[config.mk]
export PLATFORM = sky130hd
export DESIGN_NAME = vx_credit_return
export DESIGN_NICKNAME = d
export VERILOG_FILES = /design/src/rtl/vx_credit_return.sv
export SDC_FILE = /design/constraint.sdc
export NUM_CORES = 1
export LEC_CHECK = 0
export ABC_AREA = 1
export CORE_MARGIN = 3
export CORE_UTILIZATION = 57
export DETAILED_ROUTE_END_ITERATION = 12
export PLACE_DENSITY = 0.84
export SLEW_MARGIN = 20
export SYNTH_ARGS = -nofsm -noshare
export SYNTH_HDL_FRONTEND = slang
export SYNTH_SLANG_ARGS = --single-unit
[constraint.sdc]
create_clock -name clk -period 9.9 [get_ports clk]
set_clock_uncertainty 0.15 [all_clocks]
set_input_delay 2.475 -clock clk [delete_from_list [all_inputs] [get_ports clk]]
set_output_delay 2.475 -clock clk [all_outputs]
set_load 0.02 [all_outputs]
[src/rtl/vx_credit_return.sv]
// rtl/vx_credit_return.sv - receiver-side batched credit return generator
//
// Collects buffer slots freed by the local consumer and hands them back to
// the sender in batched credit packets. A partial batch is bounded in latency
// by a timeout and by an explicit flush. The accumulator counts every credit
// not yet accepted by the sender, including the packet currently on the port.

module vx_credit_return #(
    parameter int SIZE    = 16,
    parameter int FREEW   = 2,
    parameter int BATCH   = 4,
    parameter int TIMEOUT = 8,
    parameter int CREDITW = $clog2(SIZE + 1)
) (
    input  logic               clk,
    input  logic               reset,
    input  logic [FREEW-1:0]   free_cnt,
    input  logic               flush,
    output logic               crd_valid,
    output logic [CREDITW-1:0] crd_count,
    input  logic               crd_ready,
    output logic [CREDITW-1:0] pending,
    output logic               idle
);

    // The timer only needs to reach TIMEOUT-1; keep at least one bit so the
    // TIMEOUT=0 build still has a legal (unused) register.
    localparam int TW = (TIMEOUT > 1) ? $clog2(TIMEOUT) : 1;

    // Thresholds pre-sized to the accumulator arithmetic width.
    localparam logic [CREDITW:0] SIZE_N     = (CREDITW + 1)'(SIZE);
    localparam logic [CREDITW:0] BATCH_N    = (CREDITW + 1)'(BATCH);
    localparam logic [TW-1:0]    TIMER_LAST = (TIMEOUT > 0) ? TW'(TIMEOUT - 1) : '0;
    localparam bit               TIMER_ON   = (TIMEOUT > 0);

    typedef enum logic [1:0] {
        ST_IDLE  = 2'd0,
        ST_ACCUM = 2'd1,
        ST_SEND  = 2'd2
    } state_t;

    state_t             state;
    logic [CREDITW-1:0] acc;
    logic [TW-1:0]      timer;

    logic               fire;
    logic [CREDITW:0]   acc_n;
    logic               acc_zero;
    logic               reach_batch;
    logic               timed_out;

    // The accumulator register doubles as the pending-credit output.
    assign pending = acc;

    // Next accumulator: freed slots come in, an accepted packet goes out, both
    // in the same cycle if they coincide, so no credit is ever dropped.
    always_comb begin
        fire        = crd_valid & crd_ready;
        acc_n       = (CREDITW + 1)'(acc) + (CREDITW + 1)'(free_cnt)
                    - (fire ? (CREDITW + 1)'(crd_count) : '0);
        acc_zero    = (acc_n == '0);
        reach_batch = (acc_n >= BATCH_N);
        timed_out   = TIMER_ON && (timer == TIMER_LAST);
    end

    // Return FSM with registered packet, idle and accumulator state.
    always_ff @(posedge clk) begin
        if (reset) begin
            state     <= ST_IDLE;
            acc       <= '0;
            timer     <= '0;
            crd_valid <= 1'b0;
            crd_count <= '0;
            idle      <= 1'b1;
        end else begin
            acc <= acc_n[CREDITW-1:0];
            case (state)
                ST_IDLE: begin
                    if (acc_zero) begin
                        state <= ST_IDLE;
                        idle  <= 1'b1;
                    end else if (flush || reach_batch) begin
                        state     <= ST_SEND;
                        crd_valid <= 1'b1;
                        crd_count <= acc_n[CREDITW-1:0];
                        idle      <= 1'b0;
                    end else begin
                        state <= ST_ACCUM;
                        timer <= '0;
                        idle  <= 1'b0;
                    end
                end
                ST_ACCUM: begin
                    if (flush || reach_batch || timed_out) begin
                        state     <= ST_SEND;
                        crd_valid <= 1'b1;
                        crd_count <= acc_n[CREDITW-1:0];
                    end else begin
                        timer <= timer + 1'b1;
                    end
                end
                ST_SEND: begin
                    // The packet is frozen until the sender takes it; new
                    // frees only grow the accumulator meanwhile.
                    if (fire) begin
                        if (acc_zero) begin
                            state     <= ST_IDLE;
                            crd_valid <= 1'b0;
                            crd_count <= '0;
                            idle      <= 1'b1;
                        end else if (reach_batch || flush) begin
                            state     <= ST_SEND;
                            crd_valid <= 1'b1;
                            crd_count <= acc_n[CREDITW-1:0];
                        end else begin
                            state     <= ST_ACCUM;
                            timer     <= '0;
                            crd_valid <= 1'b0;
                            crd_count <= '0;
                        end
                    end
                end
                default: begin
                    state     <= ST_IDLE;
                    crd_valid <= 1'b0;
                    crd_count <= '0;
                    idle      <= 1'b1;
                end
            endcase
        end
    end

    // More credits than the buffer holds means the consumer freed slots the
    // sender never filled.
    a_acc_bound: assert property (@(posedge clk) disable iff (reset) acc_n <= SIZE_N);

endmodule

# Yosys cells after proc, flatten, opt, wreduce, memory -nomap -nowiden
# Cells that the tools add are included.
dict set report op_classes {
  addsub 3
  order_cmp 1
  eq_ne 9
  n_mux 29
  n_bitwise 2
  reduce_logical 9
}
# op n
set ops {}
lappend ops {{$mux W5} 7}
lappend ops {{$pmux W5 S3} 1}
lappend ops {{$mux W3} 4}
lappend ops {{$ne A2 B2 Y1 const B} 6}
lappend ops {{$mux W1} 9}
lappend ops {{$pmux W3 S3} 1}
lappend ops {{$mux W2} 4}
lappend ops {{$add A5 B2 Y6} 1}
lappend ops {{$ge A6 B3 Y1 const B} 1}
lappend ops {{$logic_not A6 Y1} 1}
lappend ops {{$pmux W1 S3} 2}
lappend ops {{$pmux W2 S3} 1}
lappend ops {{$reduce_and A3 Y1} 2}
lappend ops {{$sub A6 B5 Y6} 1}
lappend ops {{$reduce_and A4 Y1} 1}
lappend ops {{$add A3 B1 Y3 const B} 1}
lappend ops {{$eq A3 B3 Y1 const B} 1}
lappend ops {{$reduce_bool A3 Y1} 1}
lappend ops {{$eq A2 B1 Y1 const B} 1}
lappend ops {{$eq A2 B2 Y1 const B} 1}
lappend ops {{$logic_not A2 Y1} 1}
lappend ops {{$logic_or A1 B1 Y1} 2}
lappend ops {{$reduce_and A2 Y1} 1}
lappend ops {{$and A1 B1 Y1} 1}
lappend ops {{$not A1 Y1} 1}
dict set report totals {
  reg_bits 17
  output_inout_bits 12
  elab_cells 59
}

# Depth between registers and ports, before layout
# Gate-level depths: netlist (run 1).
dict set report depth {
  ltp_word 9
  mapped_depth 18
  ltp_nobuf 18
}

# Worst setup path before layout (run 1)
# No wires, ideal clock.
dict set report synth_timing {
  kind {in2reg}
  from {in crd_ready}
  to {reg state[1]}
  arrival_ps 4583
  path_slack_ps 5058
  stages 15
  path_buffers 0
  cell_sequence {nand2_1 -> nor2_1 -> fa_1 -> inv_1 -> fa_1 -> xnor2_1 -> nand3_1 -> nor2_4 -> nand3_4 -> nor2_4 -> nor2_4 -> nand2_1 -> nand2_1 -> nand2_1 -> inv_1}
}
dict set report synth_between {
  elab_chain_cells 9
  elab_cells_between_ends 14
  cone_classes {add/sub (1); order compare (1); eq/ne (2); mux (5); bitwise (1); reduce/logical (4)}
}
# item line_no
set synth_rtl {}
lappend synth_rtl {{from (decl)} 21} ;# input logic crd_ready,
lappend synth_rtl {{$and A1 B1 Y1 (*)} 58} ;# fire = crd_valid & crd_ready;
lappend synth_rtl {{$mux W5} 60} ;# - (fire ? (CREDITW + 1)'(crd_count) : '0);
lappend synth_rtl {{$sub A6 B5 Y6} 60}
lappend synth_rtl {{$ge A6 B3 Y1} 62} ;# reach_batch = (acc_n >= BATCH_N);
lappend synth_rtl {{$logic_or A1 B1 Y1} {82, 94, 111}}
lappend synth_rtl {{$mux W2} {82, 111}}
lappend synth_rtl {{$mux W2} 79} ;# if (acc_zero) begin
lappend synth_rtl {{$mux W2} 105} ;# if (fire) begin
lappend synth_rtl {{$pmux W2 S3} 77} ;# case (state)
lappend synth_rtl {{to (signal assigned)} 80} ;# state <= ST_IDLE;
lappend synth_rtl {{to (signal assigned)} 83} ;# state <= ST_SEND;
lappend synth_rtl {{to (signal assigned)} 112} ;# state <= ST_SEND;
lappend synth_rtl {{to (decl)} 42} ;# state_t state;
# Mark *: on every way between the ends. The rest lies on a longest branch, timed or not. The select of a mux whose other input is x is not followed.
# A chain may end at the register's enable or synchronous reset.

# Final worst setup path (run 1)
# Ends and elaborated chain as after synthesis.

==> impl_metrics.xml, run 1 <==
<?xml version="1.0" encoding="UTF-8"?>
<metrics>
  <group name="logic_synthesis">
    <metric name="synthesis.nets" unit="">186</metric>
    <metric name="synth_sequential_area_ratio" unit="">0.285</metric>
    <metric name="syn-mean-instance-area" unit="um^2">7.16</metric>
    <metric name="post_synthesis_cell_area" unit="mm^2">0.00119</metric>
    <metric name="synth_cell_types" unit="">23</metric>
    <metric name="synth.yosys.warnings" unit="">0</metric>
    <metric name="postSynthRegisterBits" unit="">17</metric>
    <metric name="syn_inst" unit="">167</metric>
  </group>
  <group name="cts">
    <metric name="cts-buffers-inserted" unit="">3</metric>
    <metric name="cts.hold.buffers_added" unit="">0</metric>
    <metric name="cts_tree" unit="">yes</metric>
    <metric name="clk-insertion-delay-late" unit="ns">0.29</metric>
    <metric name="clock_sinks" unit="">17</metric>
    <metric name="cts-resized-gates" unit="">0</metric>
    <metric name="cts_setup_buffers" unit="">0</metric>
    <metric name="root_buffer" unit="">sky130_fd_sc_hd__clkbuf_4</metric>
    <metric name="clockBufferDepth" unit="">2</metric>
    <metric name="cts_htree_levels" unit="">1</metric>
    <metric name="clkTransAtPathRegs" unit="ns">0.10</metric>
  </group>
  <group name="timing">
    <metric name="worst_pin_slew" unit="ns">0.433</metric>
    <metric name="timing_max_transition_violations_final" unit="">0</metric>
    <metric name="post_route_clock_period_utilization" unit="">0.531</metric>
    <metric name="timing_hold_violations_final" unit="">0</metric>
    <metric name="finalWorstPathRequiredPeriod" unit="ns">5.26</metric>
    <metric name="finalSetupViolations" unit="">0</metric>
    <metric name="clock.fmax" unit="GHz">0.190</metric>
    <metric name="slew_headroom" unit="">0.710</metric>
    <metric name="setup_total_negative_slack" unit="ns">0</metric>
    <metric name="grt_setup_unrepaired" unit="">false</metric>
  </group>
  <group name="detailed_routing">
    <metric name="postRouteAntennaNets" unit="">0</metric>
    <metric name="post-route-drc-count" unit="">0</metric>
    <metric name="drt_pass1_iterations" unit="">4</metric>
    <metric name="drt_iter0_drc" unit="">46</metric>
    <metric name="vias" unit="">1150</metric>
    <metric name="route.final.wire_length" unit="mm">2.89</metric>
    <metric name="avgViaCountPerCell" unit="">5.42</metric>
    <metric name="wl_per_cell" unit="um">13.6</metric>
  </group>
  <group name="layout">
    <metric name="insertedDiodeCount" unit="">0</metric>
    <metric name="layout-drive-gt1-share" unit="">0.123</metric>
    <metric name="syn_to_final_growth" unit="%">18.4</metric>
    <metric name="finalNetCount" unit="">207</metric>
    <metric name="finalInstanceArea" unit="mm^2">0.00142</metric>
  </group>
  <group name="global_routing">
    <metric name="grt_util_all_layers" unit="">0.246</metric>
    <metric name="grt_antenna_before_repair" unit="">0</metric>
    <metric name="grt_max_degree" unit="">11</metric>
    <metric name="grt_first_pass_wirelength" unit="mm">4.87</metric>
    <metric name="first_global_vias" unit="">1110</metric>
    <metric name="overflow" unit="">0</metric>
  </group>
  <group name="worst_setup_path">
    <metric name="regToRegEndpoint" unit="">state[1]</metric>
    <metric name="cp-start-kind" unit="">input port</metric>
    <metric name="crit-reg2reg-launch" unit="">crd_valid</metric>
    <metric name="crit_arrival" unit="ns">5.31</metric>
    <metric name="type_of_element_capturing_the_critical_path" unit="">register</metric>
    <metric name="critical_path_peak_fanout" unit="">4</metric>
    <metric name="cp_data_required_time" unit="ns">9.95</metric>
    <metric name="r2r.worst_path.cells" unit="">15</metric>
    <metric name="ff2ff_setup_slack" unit="ns">6.87</metric>
    <metric name="path_class" unit="">input port to register</metric>
  </group>
  <group name="pwr">
    <metric name="share_comb_of_total_power" unit="">0.725</metric>
    <metric name="power.total" unit="W">0.000555</metric>
    <metric name="sw_frac_of_total" unit="">0.532</metric>
    <metric name="clkPwrFrac" unit="">0.069</metric>
    <metric name="total_switching_power" unit="W">0.000295</metric>
    <metric name="cellPowerDensity" unit="mW/mm^2">392</metric>
    <metric name="max-vdd-ir-drop" unit="V">0.000236</metric>
    <metric name="intPower" unit="W">0.000260</metric>
    <metric name="power.sequential.fraction" unit="">0.206</metric>
    <metric name="power.leakage" unit="nW">0.697</metric>
  </group>
  <group name="die">
    <metric name="start_util" unit="">0.643</metric>
    <metric name="chipHeight" unit="um">51.8</metric>
    <metric name="core.rowCount" unit="">15</metric>
    <metric name="die_area" unit="mm^2">0.00268</metric>
    <metric name="fp.coreArea" unit="mm^2">0.00186</metric>
    <metric name="die_w" unit="um">51.8</metric>
    <metric name="top_level_ports" unit="">18</metric>
  </group>
  <group name="run">
    <metric name="number_of_violations_of_the_max_capacitance_limit" unit="">0</metric>
  </group>
  <group name="placement">
    <metric name="placement.io_buffers" unit="">17</metric>
    <metric name="hpwlAfterDp" unit="mm">2.30</metric>
    <metric name="total_cell_area_at_the_placement_stage" unit="mm^2">0.00139</metric>
    <metric name="gp_routability_congestion" unit="">0.811</metric>
  </group>
  <group name="worst_hold_path">
    <metric name="worst_hold_startpoint" unit="">idle</metric>
    <metric name="number_of_cells_traversed_by_the_worst_hold_path" unit="">2</metric>
    <metric name="hold_path_class" unit="">register to register</metric>
    <metric name="hold_end" unit="">idle</metric>
  </group>
  <group name="status">
    <metric name="status" unit="">finished, final reports clean</metric>
  </group>
</metrics>
[routing by layer]
| metal | vias up | track usage | part of all wire |
|---|---|---|---|
| met3 | 11 | 0.0401 | 0.055 |
| met1 | 525 | 0.295 | 0.41 |
| met4 | 0 | 0.118 | 0.026 |
| met5 | - | 0 | 0 |
| li1 | 568 | - | - |
| met2 | 46 | 0.424 | 0.51 |
[worst max path at each step]
stage,from,end,slack [ns],depth (start not counted)
5_1_grt,crd_ready,crd_count[0],4.49,14
6_report,crd_ready,state[1],4.64,16
3_3_place_gp,crd_ready,state[1],4.52,16
4_1_cts,crd_ready,state[1],4.65,16
3_5_place_dp,crd_ready,state[1],4.36,16
2_1_floorplan,crd_ready,state[1],5.06,15
[critical path, cell delays in order]
cell	delay, ns
sky130_fd_sc_hd__clkdlybuf4s50_1	0.39
sky130_fd_sc_hd__nand2_1	0.13
sky130_fd_sc_hd__nor2_1	0.08
sky130_fd_sc_hd__fa_1	0.49
sky130_fd_sc_hd__inv_1	0.08
sky130_fd_sc_hd__fa_1	0.48
sky130_fd_sc_hd__xnor2_1	0.29
sky130_fd_sc_hd__nand3_1	0.17
sky130_fd_sc_hd__nor2_4	0.16
sky130_fd_sc_hd__nand3_4	0.12
sky130_fd_sc_hd__nor2_4	0.14
sky130_fd_sc_hd__nor2_4	0.06
sky130_fd_sc_hd__nand2_1	0.10
sky130_fd_sc_hd__nand2_1	0.06
sky130_fd_sc_hd__nand2_1	0.06
sky130_fd_sc_hd__inv_1	0.04
[cells in the final DEF, fill, tap and decap left out, drive strengths merged, types with 3 or more instances in the layout]
cell type	netlist	layout
ha	11	11
inv	28	28
nand3	20	20
clkdlybuf4s50	0	17
nand2	43	43
dfxtp	17	17
nor2	27	27
o21ai	3	3
clkbuf	0	4
a21oi	11	11
[sequential cells by signal (all words and copies together) (netlist names)]
name and flops:
crd_count 5, crd_valid 1, idle 1, pending 5, state 2, timer 3
[layout make-up]
type	count	area, um^2
well taps	25	31.3
multi-input cells	121	742
fillers	141	443
repair buffers	17	170
inverters	28	105
flip-flops and latches	17	340
clock buffers	4	26.3
[cell families after synthesis]
| family | Yosys count | share of synthesized area |
|---|---|---|
| AO/OA/AOI/OAI | 16 | 0.0995 |
| XOR/XNOR | 1 | 0.00733 |
| adder cells (fa/ha/maj) | 13 | 0.149 |
| buffers and inverters | 29 | 0.0942 |
| flip-flops | 17 | 0.285 |
| AND/OR/NAND/NOR | 91 | 0.365 |
[cells in the mapped netlist]
master | n | area share
sky130_fd_sc_hd__nand4_1 | 1 | 0.0052
sky130_fd_sc_hd__fa_1 | 2 | 0.034
sky130_fd_sc_hd__inv_2 | 1 | 0.0031
sky130_fd_sc_hd__xnor2_1 | 1 | 0.0073
sky130_fd_sc_hd__nand2_4 | 2 | 0.019
sky130_fd_sc_hd__o21ai_1 | 1 | 0.0042
sky130_fd_sc_hd__nor2_1 | 22 | 0.069
sky130_fd_sc_hd__a21oi_2 | 6 | 0.044
sky130_fd_sc_hd__nor2_4 | 3 | 0.028
sky130_fd_sc_hd__nand2_2 | 3 | 0.016
sky130_fd_sc_hd__o21ai_0 | 2 | 0.0084
sky130_fd_sc_hd__nand3_1 | 18 | 0.075
sky130_fd_sc_hd__o211ai_1 | 2 | 0.013
sky130_fd_sc_hd__nor2_2 | 2 | 0.010
sky130_fd_sc_hd__inv_1 | 27 | 0.085
sky130_fd_sc_hd__a21oi_4 | 1 | 0.014
sky130_fd_sc_hd__nand3_2 | 1 | 0.0084
sky130_fd_sc_hd__nand3_4 | 1 | 0.015
sky130_fd_sc_hd__buf_4 | 1 | 0.0063
sky130_fd_sc_hd__dfxtp_1 | 17 | 0.28
sky130_fd_sc_hd__ha_1 | 11 | 0.12
sky130_fd_sc_hd__nand2_1 | 38 | 0.12
sky130_fd_sc_hd__a21oi_1 | 4 | 0.017
[through the flow]
step | hold slack (ns) | setup slack, ns | utilization | cells
4_1_cts | 0.348 | 4.65 | 0.762 | 212
6_report | 0.341 | 4.64 | 0.762 | 212
2_1_floorplan | 0.297 | 5.06 | - | 167
3_3_place_gp | 0.292 | 4.52 | 0.747 | 208
3_5_place_dp | 0.318 | 4.36 | 0.747 | 208
5_1_grt | 0.365 | 4.49 | 0.762 | 212
[power by group through the flow]
stage / Clock, W / Sequential (W) / Combinational [W]
global route: 0.0000410 / 0.000117 / 0.000443
floorplan: 0 / 0.000137 / 0.000269
CTS: 0.0000385 / 0.000114 / 0.000399
global placement: 0 / 0.000113 / 0.000377
finish: 0.0000382 / 0.000114 / 0.000402
detailed placement: 0 / 0.000115 / 0.000393
Power figures use the tool's default switching activity.
==> inputs of run 2 (changes only) <==
- CORE_UTILIZATION: 57 -> 48
- PLACE_DENSITY: 0.84 -> 0.75
- clock period: 9.9 -> 4.2 ns (I/O delays scaled with it)
==> run 2 against run 1 <==
  * Sequential share of layout area shrank 0.064 points
  * Final cell count grew 1.4%
  * Setup slack lost 4.2 ns
  * Global-route usage shrank 6.9 points
==> impl_metrics.xml, run 2 (synthesized netlist as in run 1, its figures left out) <==
<?xml version="1.0" encoding="UTF-8"?>
<metrics>
  <group name="status">
    <metric name="status" unit="">finished, final reports clean</metric>
  </group>
  <group name="global_routing">
    <metric name="grt_first_pass_wirelength" unit="mm">4.44</metric>
    <metric name="grt_util_all_layers" unit="">0.177</metric>
    <metric name="grt_antenna_before_repair" unit="">0</metric>
    <metric name="overflow" unit="">0</metric>
    <metric name="first_global_vias" unit="">1072</metric>
    <metric name="grt_max_degree" unit="">11</metric>
  </group>
  <group name="run">
    <metric name="number_of_violations_of_the_max_capacitance_limit" unit="">0</metric>
  </group>
  <group name="worst_setup_path">
    <metric name="path_class" unit="">input port to register</metric>
    <metric name="timing.critical_path.max_delay_family" unit="">simple AND/OR/NAND/NOR gates</metric>
    <metric name="critical_path_peak_fanout" unit="">4</metric>
    <metric name="worst-path-buf-inv" unit="">3</metric>
    <metric name="cpMaxStageDelayCell" unit="">sky130_fd_sc_hd__fa_1</metric>
    <metric name="cp_data_required_time" unit="ns">4.25</metric>
    <metric name="critical_path_cell_count" unit="">16</metric>
    <metric name="crit_arrival" unit="ns">3.84</metric>
    <metric name="cp-start-kind" unit="">input port</metric>
    <metric name="crit_path_max_incr_delay" unit="ns">0.48</metric>
    <metric name="cpMostUsedCell" unit="">sky130_fd_sc_hd__nand2_1</metric>
    <metric name="type_of_element_capturing_the_critical_path" unit="">register</metric>
    <metric name="critical_path.cell_chain" unit="">clkdlybuf4s50_1 &gt; nand2_1 &gt; nor2_1 &gt; fa_1 &gt; inv_1 &gt; fa_1 &gt; xnor2_1 &gt; nand3_1 &gt; nor2_4 &gt; nand3_4 &gt; nor2_4 &gt; nor2_4 &gt; nand2_1 &gt; nand2_1 &gt; nand2_1 &gt; inv_1</metric>
    <metric name="r2r.worst_path.cells" unit="">15</metric>
  </group>
  <group name="timing">
    <metric name="timing_max_transition_violations_final" unit="">0</metric>
    <metric name="finalSetupViolations" unit="">0</metric>
    <metric name="slew_headroom" unit="">0.720</metric>
    <metric name="finalWorstPathRequiredPeriod" unit="ns">3.78</metric>
    <metric name="hold-worst-slack" unit="ns">0.324</metric>
    <metric name="min_setup_slack_post_route" unit="ns">0.415</metric>
    <metric name="timing_hold_violations_final" unit="">0</metric>
    <metric name="clock.fmax" unit="GHz">0.264</metric>
    <metric name="setup_total_negative_slack" unit="ns">0</metric>
    <metric name="post_route_clock_period_utilization" unit="">0.901</metric>
    <metric name="grt_setup_unrepaired" unit="">false</metric>
    <metric name="worst_pin_slew" unit="ns">0.418</metric>
  </group>
  <group name="layout">
    <metric name="insertedDiodeCount" unit="">0</metric>
    <metric name="most_common_cell_after_layout_fill_and_taps_aside" unit="">sky130_fd_sc_hd__nand2_1</metric>
    <metric name="finalInstanceArea" unit="mm^2">0.00142</metric>
    <metric name="syn_to_final_growth" unit="%">18.7</metric>
    <metric name="finalNetCount" unit="">207</metric>
    <metric name="final_core_utilization" unit="">0.623</metric>
    <metric name="mostFrequentLayoutCells" unit="">sky130_fd_sc_hd__nand2_1 (38), sky130_fd_sc_hd__inv_1 (27), sky130_fd_sc_hd__nor2_1 (22)</metric>
    <metric name="layout-drive-gt1-share" unit="">0.123</metric>
  </group>
  <group name="cts">
    <metric name="cts_htree_levels" unit="">1</metric>
    <metric name="clockBufferDepth" unit="">2</metric>
    <metric name="cts-resized-gates" unit="">0</metric>
    <metric name="clock_sinks" unit="">17</metric>
    <metric name="cts.hold.buffers_added" unit="">0</metric>
    <metric name="clkTransAtPathRegs" unit="ns">0.10</metric>
    <metric name="cts_setup_buffers" unit="">0</metric>
    <metric name="clk-insertion-delay-late" unit="ns">0.29</metric>
    <metric name="cts-buffers-inserted" unit="">3</metric>
    <metric name="cts_tree" unit="">yes</metric>
    <metric name="root_buffer" unit="">sky130_fd_sc_hd__clkbuf_4</metric>
  </group>
  <group name="detailed_routing">
    <metric name="drt_pass1_iterations" unit="">4</metric>
    <metric name="route.final.wire_length" unit="mm">2.54</metric>
    <metric name="postRouteAntennaNets" unit="">0</metric>
    <metric name="wl_per_cell" unit="um">11.8</metric>
    <metric name="drt_iter0_drc" unit="">39</metric>
    <metric name="vias" unit="">1087</metric>
    <metric name="avgViaCountPerCell" unit="">5.06</metric>
    <metric name="post-route-drc-count" unit="">0</metric>
  </group>
  <group name="die">
    <metric name="start_util" unit="">0.525</metric>
    <metric name="die_w" unit="um">55.9</metric>
    <metric name="chipHeight" unit="um">55.9</metric>
    <metric name="fp.coreArea" unit="mm^2">0.00228</metric>
    <metric name="top_level_ports" unit="">18</metric>
    <metric name="core.rowCount" unit="">17</metric>
    <metric name="die_area" unit="mm^2">0.00312</metric>
  </group>
  <group name="pwr">
    <metric name="sw_frac_of_total" unit="">0.522</metric>
    <metric name="share_comb_of_total_power" unit="">0.722</metric>
    <metric name="intPower" unit="W">0.000612</metric>
    <metric name="clkPwrFrac" unit="">0.069</metric>
    <metric name="cellPowerDensity" unit="mW/mm^2">901</metric>
    <metric name="power.leakage" unit="nW">0.697</metric>
    <metric name="power.sequential.fraction" unit="">0.208</metric>
    <metric name="total_switching_power" unit="W">0.000667</metric>
    <metric name="max-vdd-ir-drop" unit="V">0.000481</metric>
  </group>
  <group name="worst_hold_path">
    <metric name="hold_path_class" unit="">register to register</metric>
    <metric name="number_of_cells_traversed_by_the_worst_hold_path" unit="">2</metric>
  </group>
  <group name="placement">
    <metric name="hpwlAfterDp" unit="mm">2.15</metric>
    <metric name="place_ws" unit="ns">0.0768</metric>
    <metric name="total_cell_area_at_the_placement_stage" unit="mm^2">0.00139</metric>
    <metric name="placement.io_buffers" unit="">17</metric>
    <metric name="gp_routability_congestion" unit="">0.919</metric>
  </group>
</metrics>
-- run 2: cell counts in the layout (fill, tap and decap cells not counted) --
No cell type changed its count.
-- run 2: stage by stage --
step | total power [W] | cells
detailed placement | 0.00119 | 211
finish | 0.00128 | 215
global route | 0.00141 | 215
floorplan | 0.000958 | 167
CTS | 0.00129 | 215
global placement | 0.00117 | 211
-- run 2: cell type report --
cell class / count / area, um^2
fill: 224 / 857
multi-input combinational: 121 / 742
sequential: 17 / 340
timing repair buffer: 17 / 170
inverter: 28 / 105
tap: 28 / 35.0
clock buffer: 4 / 26.3
-- run 2: path summary, 6_finish.rpt --
kind / from / end / slack [ns]
worst max register to register: crd_valid / state[1] / 1.24
worst max-delay path: crd_ready / state[1] / 0.42
worst min register to register: idle / idle / 0.32
worst min-delay path: idle / idle / 0.32
-- run 2: worst reg2reg max path, cell delays in order, from the launching register on --
cell and delay, ns:
sky130_fd_sc_hd__dfxtp_1 0.33, sky130_fd_sc_hd__nand2_1 0.12, sky130_fd_sc_hd__nor2_1 0.08, sky130_fd_sc_hd__fa_1 0.48, sky130_fd_sc_hd__inv_1 0.07, sky130_fd_sc_hd__fa_1 0.45, sky130_fd_sc_hd__xnor2_1 0.28, sky130_fd_sc_hd__nand3_1 0.17
sky130_fd_sc_hd__nor2_4 0.15, sky130_fd_sc_hd__nand3_4 0.12, sky130_fd_sc_hd__nor2_4 0.12, sky130_fd_sc_hd__nor2_4 0.05, sky130_fd_sc_hd__nand2_1 0.12, sky130_fd_sc_hd__nand2_1 0.07, sky130_fd_sc_hd__nand2_1 0.06, sky130_fd_sc_hd__inv_1 0.04
-- run 2: per-layer routing --
metal	global-route usage	vias up	share of wire
met2	0.316	17	0.49
met5	0	-	0
met3	0.0302	5	0.028
li1	-	566	-
met1	0.212	499	0.47
met4	0.0610	0	0.013
-- run 2: power by group through the flow --
stage	registers (W)	clock network, W	logic (W)
floorplan	0.000324	0	0.000635
global placement	0.000268	0	0.000901
detailed placement	0.000270	0	0.000923
CTS	0.000266	0.0000910	0.000928
global route	0.000275	0.0000987	0.00103
finish	0.000266	0.0000887	0.000923
